<file path="config.mk">
export PLATFORM = sky130hd
export DESIGN_NAME = seg_scan_sequencer
export DESIGN_NICKNAME = d
export VERILOG_FILES = /design/src/rtl/seg_scan_pkg.sv /design/src/rtl/seg_scan_sequencer_tick_prescaler.sv /design/src/rtl/seg_scan_sequencer.sv
export SDC_FILE = /design/constraint.sdc
export NUM_CORES = 1
export LEC_CHECK = 0
export ABC_AREA = 1
export BUFFER_PORTS_ARGS = -buffer_cell sky130_fd_sc_hd__buf_2
export CELL_PAD_IN_SITES_DETAIL_PLACEMENT = 1
export CELL_PAD_IN_SITES_GLOBAL_PLACEMENT = 1
export CORE_ASPECT_RATIO = 1.75
export CORE_UTILIZATION = 30
export CTS_CLUSTER_DIAMETER = 60
export DETAILED_ROUTE_END_ITERATION = 10
export MAX_ROUTING_LAYER = met4
export PLACE_DENSITY_LB_ADDON = 0.08
export SYNTH_ARGS = -nofsm -noshare
export SYNTH_HDL_FRONTEND = slang
export SYNTH_HIERARCHICAL = 1
export SYNTH_SLANG_ARGS = --single-unit
</file>
<file path="constraint.sdc">
create_clock -name i_clk -period 2.6 [get_ports i_clk]
set_clock_uncertainty 0.15 [all_clocks]
set_input_delay 0.52 -clock i_clk [delete_from_list [all_inputs] [get_ports i_clk]]
set_output_delay 0.52 -clock i_clk [all_outputs]
set_load 0.05 [all_outputs]
</file>
<file path="src/rtl/seg_scan_pkg.sv">
// Shared constants, state encoding and hex decode for the seven-segment scan sequencer.
// Segment bit order within the segment byte is {dp,g,f,e,d,c,b,a}.
package seg_scan_pkg;

  localparam int SEG_A  = 0;
  localparam int SEG_B  = 1;
  localparam int SEG_C  = 2;
  localparam int SEG_D  = 3;
  localparam int SEG_E  = 4;
  localparam int SEG_F  = 5;
  localparam int SEG_G  = 6;
  localparam int SEG_DP = 7;

  localparam int SEL_LSB = 8;
  localparam int SEG_LSB = 0;

  typedef enum logic [0:0] {
    S_WAIT    = 1'b0,
    S_PRESENT = 1'b1
  } scan_state_e;

  function automatic logic [6:0] hex_to_seg(input logic [3:0] nib);
    logic [6:0] seg;
    case (nib)
      4'h0:    seg = 7'h3F;
      4'h1:    seg = 7'h06;
      4'h2:    seg = 7'h5B;
      4'h3:    seg = 7'h4F;
      4'h4:    seg = 7'h66;
      4'h5:    seg = 7'h6D;
      4'h6:    seg = 7'h7D;
      4'h7:    seg = 7'h07;
      4'h8:    seg = 7'h7F;
      4'h9:    seg = 7'h6F;
      4'hA:    seg = 7'h77;
      4'hB:    seg = 7'h7C;
      4'hC:    seg = 7'h39;
      4'hD:    seg = 7'h5E;
      4'hE:    seg = 7'h79;
      4'hF:    seg = 7'h71;
      default: seg = 7'h00;
    endcase
    return seg;
  endfunction

endpackage

</file>
<file path="src/rtl/seg_scan_sequencer_tick_prescaler.sv">
// Free-running refresh divider: o_tick is a registered one-clock pulse every DIV clocks,
// first asserted DIV clocks after reset release.
module tick_prescaler #(
  parameter int DIV = 16000
) (
  input  logic i_clk,
  input  logic i_reset_n,
  output logic o_tick
);

  localparam int CNT_W = (DIV > 1) ? $clog2(DIV) : 1;

  logic [CNT_W-1:0] cnt_r;
  logic             tick_r;

  // Divider counter with wrap pulse.
  always_ff @(posedge i_clk or negedge i_reset_n) begin
    if (!i_reset_n) begin
      cnt_r  <= {CNT_W{1'b0}};
      tick_r <= 1'b0;
    end else if (cnt_r == CNT_W'(DIV - 1)) begin
      cnt_r  <= {CNT_W{1'b0}};
      tick_r <= 1'b1;
    end else begin
      cnt_r  <= cnt_r + CNT_W'(1);
      tick_r <= 1'b0;
    end
  end

  assign o_tick = tick_r;

endmodule

</file>
<file path="src/rtl/seg_scan_sequencer.sv">
// Multiplexes up to eight hex digits onto one 16-bit {select,segments} word stream
// handed to a 595 shift stage over valid/ready; each frame decodes from one snapshot.
module seg_scan_sequencer
  import seg_scan_pkg::*;
#(
  parameter int NUM_DIGITS  = 4,
  parameter int REFRESH_DIV = 16000
) (
  input  logic                    i_clk,
  input  logic                    i_reset_n,
  input  logic [4*NUM_DIGITS-1:0] i_digits,
  input  logic [NUM_DIGITS-1:0]   i_dp_mask,
  input  logic                    i_blank_lz,
  input  logic                    i_ready,
  output logic [15:0]             o_word,
  output logic                    o_valid,
  output logic                    o_frame_start,
  output logic                    o_overrun
);

  localparam int IDX_W = (NUM_DIGITS > 1) ? $clog2(NUM_DIGITS) : 1;

  scan_state_e             state_r, state_s;
  logic [IDX_W-1:0]        idx_r, idx_s;
  logic [4*NUM_DIGITS-1:0] snap_digits_r, snap_digits_s;
  logic [NUM_DIGITS-1:0]   snap_dp_r, snap_dp_s;
  logic                    snap_blz_r, snap_blz_s;
  logic [15:0]             word_r, word_s;
  logic                    valid_r, valid_s;
  logic                    fs_r, fs_s;
  logic                    over_r, over_s;

  logic                    tick_s;
  logic                    idx_zero_s;
  logic [4*NUM_DIGITS-1:0] cur_digits_s;
  logic [NUM_DIGITS-1:0]   cur_dp_s;
  logic                    cur_blz_s;
  logic [NUM_DIGITS-1:0]   lz_s;
  logic                    zero_acc_s;
  logic [3:0]              nib_s;
  logic                    dp_bit_s;
  logic                    lz_bit_s;
  logic                    blank_s;
  logic [7:0]              sel_s;
  logic [7:0]              seg_s;
  logic [15:0]             built_word_s;

  tick_prescaler #(
    .DIV (REFRESH_DIV)
  ) u_prescaler (
    .i_clk     (i_clk),
    .i_reset_n (i_reset_n),
    .o_tick    (tick_s)
  );

  assign idx_zero_s = (idx_r == {IDX_W{1'b0}});

  // Word builder: digit 0 decodes from live inputs, which are captured into the snapshot on the same tick.
  always_comb begin
    if (idx_zero_s) begin
      cur_digits_s = i_digits;
      cur_dp_s     = i_dp_mask;
      cur_blz_s    = i_blank_lz;
    end else begin
      cur_digits_s = snap_digits_r;
      cur_dp_s     = snap_dp_r;
      cur_blz_s    = snap_blz_r;
    end

    zero_acc_s = 1'b1;
    lz_s       = {NUM_DIGITS{1'b0}};
    for (int k = NUM_DIGITS - 1; k >= 0; k--) begin
      zero_acc_s = zero_acc_s & (cur_digits_s[4*k +: 4] == 4'h0);
      lz_s[k]    = zero_acc_s;
    end

    nib_s    = 4'h0;
    dp_bit_s = 1'b0;
    lz_bit_s = 1'b0;
    sel_s    = 8'h00;
    for (int k = 0; k < NUM_DIGITS; k++) begin
      if (idx_r == IDX_W'(k)) begin
        nib_s    = cur_digits_s[4*k +: 4];
        dp_bit_s = cur_dp_s[k];
        lz_bit_s = lz_s[k];
        sel_s[k] = 1'b1;
      end else begin
        sel_s[k] = 1'b0;
      end
    end

    blank_s = cur_blz_s && !idx_zero_s && lz_bit_s;

    seg_s = 8'h00;
    if (blank_s) begin
      seg_s[SEG_G:SEG_A] = 7'h00;
    end else begin
      seg_s[SEG_G:SEG_A] = hex_to_seg(nib_s);
    end
    seg_s[SEG_DP] = dp_bit_s;

    built_word_s                 = 16'h0000;
    built_word_s[SEL_LSB +: 8]   = sel_s;
    built_word_s[SEG_LSB +: 8]   = seg_s;
  end

  // Next-state logic: tick loads a word, acceptance retires it, a tick while presenting is dropped and flagged.
  always_comb begin
    state_s       = state_r;
    idx_s         = idx_r;
    word_s        = word_r;
    valid_s       = valid_r;
    fs_s          = 1'b0;
    over_s        = over_r;
    snap_digits_s = snap_digits_r;
    snap_dp_s     = snap_dp_r;
    snap_blz_s    = snap_blz_r;

    case (state_r)
      S_WAIT: begin
        if (tick_s) begin
          if (idx_zero_s) begin
            snap_digits_s = i_digits;
            snap_dp_s     = i_dp_mask;
            snap_blz_s    = i_blank_lz;
          end else begin
            snap_digits_s = snap_digits_r;
          end
          word_s  = built_word_s;
          valid_s = 1'b1;
          state_s = S_PRESENT;
        end else begin
          state_s = S_WAIT;
        end
      end
      S_PRESENT: begin
        if (i_ready) begin
          valid_s = 1'b0;
          fs_s    = idx_zero_s;
          state_s = S_WAIT;
          if (idx_r == IDX_W'(NUM_DIGITS - 1)) begin
            idx_s = {IDX_W{1'b0}};
          end else begin
            idx_s = idx_r + IDX_W'(1);
          end
        end else begin
          state_s = S_PRESENT;
        end
        if (tick_s) begin
          over_s = 1'b1;
        end else begin
          over_s = over_r;
        end
      end
      default: begin
        state_s = S_WAIT;
        valid_s = 1'b0;
      end
    endcase
  end

  // State, snapshot and output registers.
  always_ff @(posedge i_clk or negedge i_reset_n) begin
    if (!i_reset_n) begin
      state_r       <= S_WAIT;
      idx_r         <= {IDX_W{1'b0}};
      word_r        <= 16'h0000;
      valid_r       <= 1'b0;
      fs_r          <= 1'b0;
      over_r        <= 1'b0;
      snap_digits_r <= {(4*NUM_DIGITS){1'b0}};
      snap_dp_r     <= {NUM_DIGITS{1'b0}};
      snap_blz_r    <= 1'b0;
    end else begin
      state_r       <= state_s;
      idx_r         <= idx_s;
      word_r        <= word_s;
      valid_r       <= valid_s;
      fs_r          <= fs_s;
      over_r        <= over_s;
      snap_digits_r <= snap_digits_s;
      snap_dp_r     <= snap_dp_s;
      snap_blz_r    <= snap_blz_s;
    end
  end

  assign o_word        = word_r;
  assign o_valid       = valid_r;
  assign o_frame_start = fs_r;
  assign o_overrun     = over_r;

endmodule

</file>
==> results of run 1 <==
==> per-stage QoR <==
stage               std cells  setup slack, ns  util, %  instance area, um2
floorplan                 391           0.3132        -                2897
global placement          554           0.1039    34.88                3282
detailed placement        554          0.03650    34.88                3282
CTS                       562          0.02359    36.41                3426
global route              564         0.003374    36.85                3467
finish                    564           0.2247    36.85                3467
==> power by group <==
part	switching, mW	leakage (nW)	total (mW)	internal (mW)
Clock	0.311	0.0631	0.670	0.358
Combinational	0.354	1.17	0.549	0.194
Sequential	0.00423	0.540	0.771	0.767
==> what timing repair did <==
| item | CTS | global route |
|---|---|---|
| resized for setup | 0 | 9 |
| setup buffers | 0 | 2 |
| endpoints found under the setup margin | 0 | 6 |
==> placed cells by master (no fill, tap or decap), types with 2 or more instances in the layout <==
cell / synthesis / routed
a21oi_1: 5 / 5
buf_2: 3 / 38
buf_4: 4 / 16
clkbuf_16: 0 / 5
clkinvlp_4: 0 / 2
conb_1: 1 / 4
dfrtp_1: 49 / 49
ha_1: 11 / 9
inv_1: 37 / 34
inv_2: 2 / 5
nand2_1: 128 / 128
nand2_2: 8 / 8
nand2_4: 2 / 2
nand3_1: 32 / 32
nand4_1: 7 / 7
nor2_1: 46 / 46
nor2_4: 2 / 2
o211ai_1: 3 / 3
o21ai_0: 17 / 16
o21ai_1: 4 / 5
xor2_1: 5 / 5
==> critical path, delay by kind of cell (launching register included) <==
family	cells	cell delay [ns]
flops	1	0.38
buf+inv	5	0.63
compound gates	2	0.27
fa+ha+maj	2	0.46
simple gates	6	0.42
==> logic make-up (layout without fill, tap and decap cells) <==
group	after synthesis	after routing	synth area share (%)
flops	49	49	42.50
xor+xnor	6	6	1.821
other cells	1	4	0.1300
compound gates	36	36	7.633
fa+ha+maj	11	11	4.770
simple gates	231	231	34.61
buf+inv	54	105	8.543
==> flip-flops by register name, summed over array words and instances (netlist names) <==
signal / flops
snap_digits_r: 12
snap_blz_r: 1
state_r: 1
o_overrun: 1
o_frame_start: 1
u_prescaler/o_tick: 1
u_prescaler/cnt_r: 14
snap_dp_r: 3
o_valid: 1
idx_r: 2
o_word: 12
==> layer usage <==
metal  GRT usage [%]  part of all wire (%)
met1           18.20                    37
met5               -                     0
met2           38.48                    59
met3           2.007                   1.7
met4           7.051                   2.4
==> layout make-up <==
type / count / area, um2
Clock buffer: 6 / 128.9
Clock inverter: 2 / 15.01
Fill cell: 1212 / 5942
Inverter: 41 / 156.4
Multi-Input combinational cell: 288 / 1446
Sequential cell: 49 / 1226
Tap cell: 122 / 152.6
Timing Repair Buffer: 56 / 341.6
==> final timing paths <==
path | to | slack, ns | depth (start not counted)
max in group asynchronous | u_prescaler/cnt_r[9] | 1.87 | 2
min reg2reg | o_overrun | 0.31 | 1
max | o_word[1] | 0.22 | 15
max reg2reg | o_word[1] | 0.22 | 15
min in group i_clk | state_r | 0.29 | 2
min | snap_digits_r[9] | 0.04 | 2
==> flow_summary_export.csv, run 1 <==
group,metric,value,unit
drt,first_iter_violations,63,
power_and_ir_drop,p_leak,1.768,nW
run_status,status,"completed",
power_and_ir_drop,peakVddDrop,0.2762,mV
floorplanning,die_height,131.7,um
drt,firstDrtPassIters,4,
clock_tree,insertion_delay,0.30,ns
floorplanning,core_area,9409,um2
clock_tree,clockBufferDepth,2,
sta,min_period,2.375,ns
critical_path,worstPathArrival,2.47,ns
clock_tree,htreeDepth,2,
placement,portBuffers,38,
synthesis,yosys-top-cells-count,"nand2_1, dfrtp_1, nor2_1, inv_1, nand3_1",
clock_tree,cts_tree,"done",
global_routing,grt_overflow,0,
power_and_ir_drop,power.density,573.8,nW/um2
critical_path,start_kind,"register",
floorplanning,rows,47,
cells_and_area,area_growth,20.16,%
critical_path,crit_path_max_incr_delay,0.38,ns
global_routing,grt_pass1_vias,2919,
synthesis,yosys_register_bits,49,
sta,finalSetupViolations,0,
floorplanning,io_pins,43,
floorplanning,start_util,30.66,%
placement,globalplace.congestion,0.8953,
critical_path,required,2.69,ns
sta,hold_viol_final,0,
global_routing,grt_usage,19.15,%
cells_and_area,num_antenna_cells,0,
clock_tree,root_buffer,"clkbuf_16",
synthesis,synth.top_cell.area_share,42.50,%
sta,grt_setup_unrepaired,"no",
global_routing,grt_pass1_wl,14.41,mm
drt,wl_per_cell,15.36,um
synthesis,synth.avg_cell_area,7.436,um2
critical_path,crit_type,"reg2reg",
critical_path,end_kind,"register",
critical_path,worstSetupStartpoint,"idx_r[1]",
synthesis,yosys.area.top_type,"dfrtp_1",
floorplanning,die_w,76.14,um
global_routing,antenna_found_initial,0,
synthesis,ys_seq_area_share,42.50,%
drt,ant_nets,0,
cells_and_area,nNetsFinal,476,
sta,max_freq,0.4210,GHz
drt,drc,0,
job,cap_violations,0,
synthesis,synthTopCellsByArea,"dfrtp_1, nand2_1, nor2_1",
critical_path,crit_chain,"inv_2, ha_4, buf_12, inv_4, buf_6, nor2_1, o21ai_1, nand2_1, buf_4, ha_1, nand3_1, nor2_1, a21oi_1, nand2_1, nand2_1",
clock_tree,cts_sinks,49,
sta,fin_setup_tns,0,ns
power_and_ir_drop,power,1.990,mW
sta,drv_slew,0,
synthesis,synth.cell_area,2885,um2
synthesis,synth_cells,388,
floorplanning,dieArea,10030,um2
critical_path,worstReg2RegStart,"idx_r[1]",
global_routing,grt_max_degree,33,
critical_path,crit_top_cell,"nand2_1",
synthesis,synth-main-ff-cell,"dfrtp_1",
drt,vias,2594,
synthesis,yosysWarningCount,6,
cells_and_area,drive_gt1_share,20.36,%
clock_tree,hold_buffers,0,
synthesis,yosysMostFrequentCell,"nand2_1",
sta,fin_crit_sh,91.36,%
clock_tree,clkTransAtPathRegs,0.07,ns
synthesis,synth_cell_types,36,
sta,worst_hold_slack,0.03773,ns
placement,dp.final_hpwl,6.966,mm
hold_path,min_path_type,"in2async",
synthesis,async_flop_share,100.0,%
critical_path,critPathMaxFanout,19,
synthesis,synth_edf_count,0,
drt,routed_wl,8.665,mm
critical_path,cp_slowest_cell,"dfrtp_1",
drt,viasPerCell,4.599,
clock_tree,cts-buffers-inserted,5,
Note: power is estimated with default switching activity, not from simulation.
==> run 2: changes to the inputs <==
- BUFFER_PORTS_ARGS: -buffer_cell sky130_fd_sc_hd__buf_2 -> -buffer_cell sky130_fd_sc_hd__buf_4
- HOLD_SLACK_MARGIN: unset -> 0.15
==> run 2 against run 1 <==
Die area stayed put. Sequential share of layout area decreased by 1.1 points. Largest power group unchanged. Power rose by 2.5%. Worst setup slack improved by 0.029 ns. Sequential power hardly changed. Clock power grew 5.2%. Non-clock buffer count up 1. Core utilization rose by 1.2 points. Cell area up 3.2%. Flip-flop and latch count is the same. Maximum frequency up 1.2%.
==> flow_summary_export.csv, run 2 (synthesis gave the netlist of run 1 again) <==
group,metric,value,unit
run_status,status,"completed",
sta,max_freq,0.4262,GHz
placement,dpl_worst_slack,0.06077,ns
power_and_ir_drop,p_leak,1.814,nW
cells_and_area,max_flop_register,"u_prescaler/cnt_r",
drt,first_iter_violations,106,
clock_tree,clockBufferDepth,2,
clock_tree,cts_tree,"done",
clock_tree,htreeDepth,2,
sta,finalSetupViolations,0,
floorplanning,rows,47,
placement,dp.final_hpwl,6.883,mm
cells_and_area,num_antenna_cells,0,
floorplanning,die_height,131.7,um
cells_and_area,layout_commonest_cell,"nand2_1",
job,cap_violations,0,
global_routing,grt_pass1_wl,14.79,mm
critical_path,end_kind,"register",
drt,viasPerCell,4.674,
sta,drv_slew,0,
clock_tree,clkTransAtPathRegs,0.08,ns
critical_path,crit_top_cell,"nand2_1",
placement,globalplace.congestion,0.8558,
critical_path,crit_chain,"inv_2, ha_4, buf_12, inv_4, buf_6, nor2_1, o21ai_1, nand2_1, buf_4, ha_1, nand3_1, nor2_1, a21oi_1, nand2_1, nand2_1",
hold_path,hold_start,"i_ready",
sta,min_period,2.347,ns
sta,hold_viol_final,0,
clock_tree,cts_sinks,49,
critical_path,reg2reg_setup_slack,0.25,ns
critical_path,required,2.70,ns
floorplanning,die_w,76.14,um
critical_path,crit_type,"reg2reg",
critical_path,start_kind,"register",
sta,grt_setup_unrepaired,"no",
critical_path,crit_family,"buffers and inverters",
global_routing,grt_max_degree,50,
hold_path,hold_end,"state_r",
sta,fin_crit_sh,90.25,%
floorplanning,start_util,30.66,%
cells_and_area,nNetsFinal,477,
drt,ant_nets,0,
cells_and_area,fillCellCount,1164,
critical_path,crit_path_max_incr_delay,0.39,ns
critical_path,cp_slowest_cell,"dfrtp_1",
cells_and_area,area_growth,24.07,%
sta,relSlewSlack,55.35,%
critical_path,worstPathArrival,2.44,ns
floorplanning,dieArea,10030,um2
critical_path,crit_buf_inv,5,
global_routing,antenna_found_initial,0,
hold_path,hold_depth,2,
global_routing,grt_overflow,0,
floorplanning,core_area,9409,um2
cells_and_area,mostFrequentLayoutCells,"nand2_1, buf_4, dfrtp_1, nor2_1, inv_1",
critical_path,r2r_end,"o_word[1]",
drt,wl_per_cell,15.48,um
clock_tree,insertion_delay,0.30,ns
floorplanning,io_pins,43,
drt,firstDrtPassIters,5,
critical_path,worstReg2RegStart,"idx_r[1]",
drt,drc,0,
global_routing,grt_usage,19.76,%
critical_path,critPathMaxFanout,16,
drt,vias,2641,
cells_and_area,largest_reg_flops,14,
sta,fin_setup_tns,0,ns
sta,final.setup.worst_slack,0.2535,ns
clock_tree,cts-buffers-inserted,5,
drt,routed_wl,8.747,mm
sta,worst_slew_pin_slew,0.6697,ns
power_and_ir_drop,peakVddDrop,0.3029,mV
critical_path,ff2ff_path_depth,15,
placement,portBuffers,38,
power_and_ir_drop,power.density,569.9,nW/um2
cells_and_area,drive_gt1_share,20.09,%
clock_tree,root_buffer,"clkbuf_16",
global_routing,grt_pass1_vias,2939,
hold_path,min_path_type,"in2reg",
run 2: routing by layer:
layer	wire length, um	up-vias	GRT usage, %	share of wire (%)
li1	-	1321	-	-
met3	181	15	2.422	2.1
met5	0	-	-	0
met1	3141	1268	18.65	36
met4	195	0	7.799	2.2
met2	5228	37	39.34	60
run 2: repair_timing:
action	in CTS	in global routing
hold buffers	1	0
hold endpoints to repair	47	0
buffers inserted	0	4
resized for setup	0	7
setup endpoints to repair	0	5
run 2: metrics by stage:
step | utilization (%) | instances | instance area, um2 | hold WS [ns] | power [mW]
CTS | 37.45 | 561 | 3523 | 0.2583 | 2.049
finish | 38.05 | 565 | 3580 | 0.2625 | 2.040
floorplan | - | 391 | 2897 | 0.07441 | 1.139
detailed placement | 35.73 | 552 | 3362 | 0.3039 | 1.334
global route | 38.05 | 565 | 3580 | 0.2816 | 2.159
global placement | 35.73 | 552 | 3362 | 0.3030 | 1.328
run 2: how the worst max path moves through the flow:
| stage | startpoint | end | slack, ns | cells after the start |
|---|---|---|---|---|
| after floorplan | idx_r[0] | o_word[6] | 0.31 | 18 |
| after global placement | idx_r[1] | o_word[0] | 0.14 | 17 |
| after detailed placement | idx_r[1] | o_word[0] | 0.06 | 17 |
| after CTS | idx_r[1] | o_word[0] | 0.05 | 17 |
| after global routing | idx_r[1] | o_word[1] | 0.04 | 15 |
| final | idx_r[1] | o_word[1] | 0.25 | 15 |
run 2: report_power, final:
group	total (mW)	switching, mW	internal, mW
combinational	0.564	0.354	0.210
clock	0.705	0.340	0.365
sequential	0.771	0.00414	0.767
total	2.04	0.698	1.34
run 2: final cells by class:
type	instances	area, um2	share of cell area, %
clock inverter	3	26.28	0.7340
inverter	41	156.4	4.369
sequential	49	1226	34.25
tap	122	152.6	4.264
timing repair buffer	57	446.7	12.48
clock buffer	5	125.1	3.495
multi-input combinational	288	1446	40.41
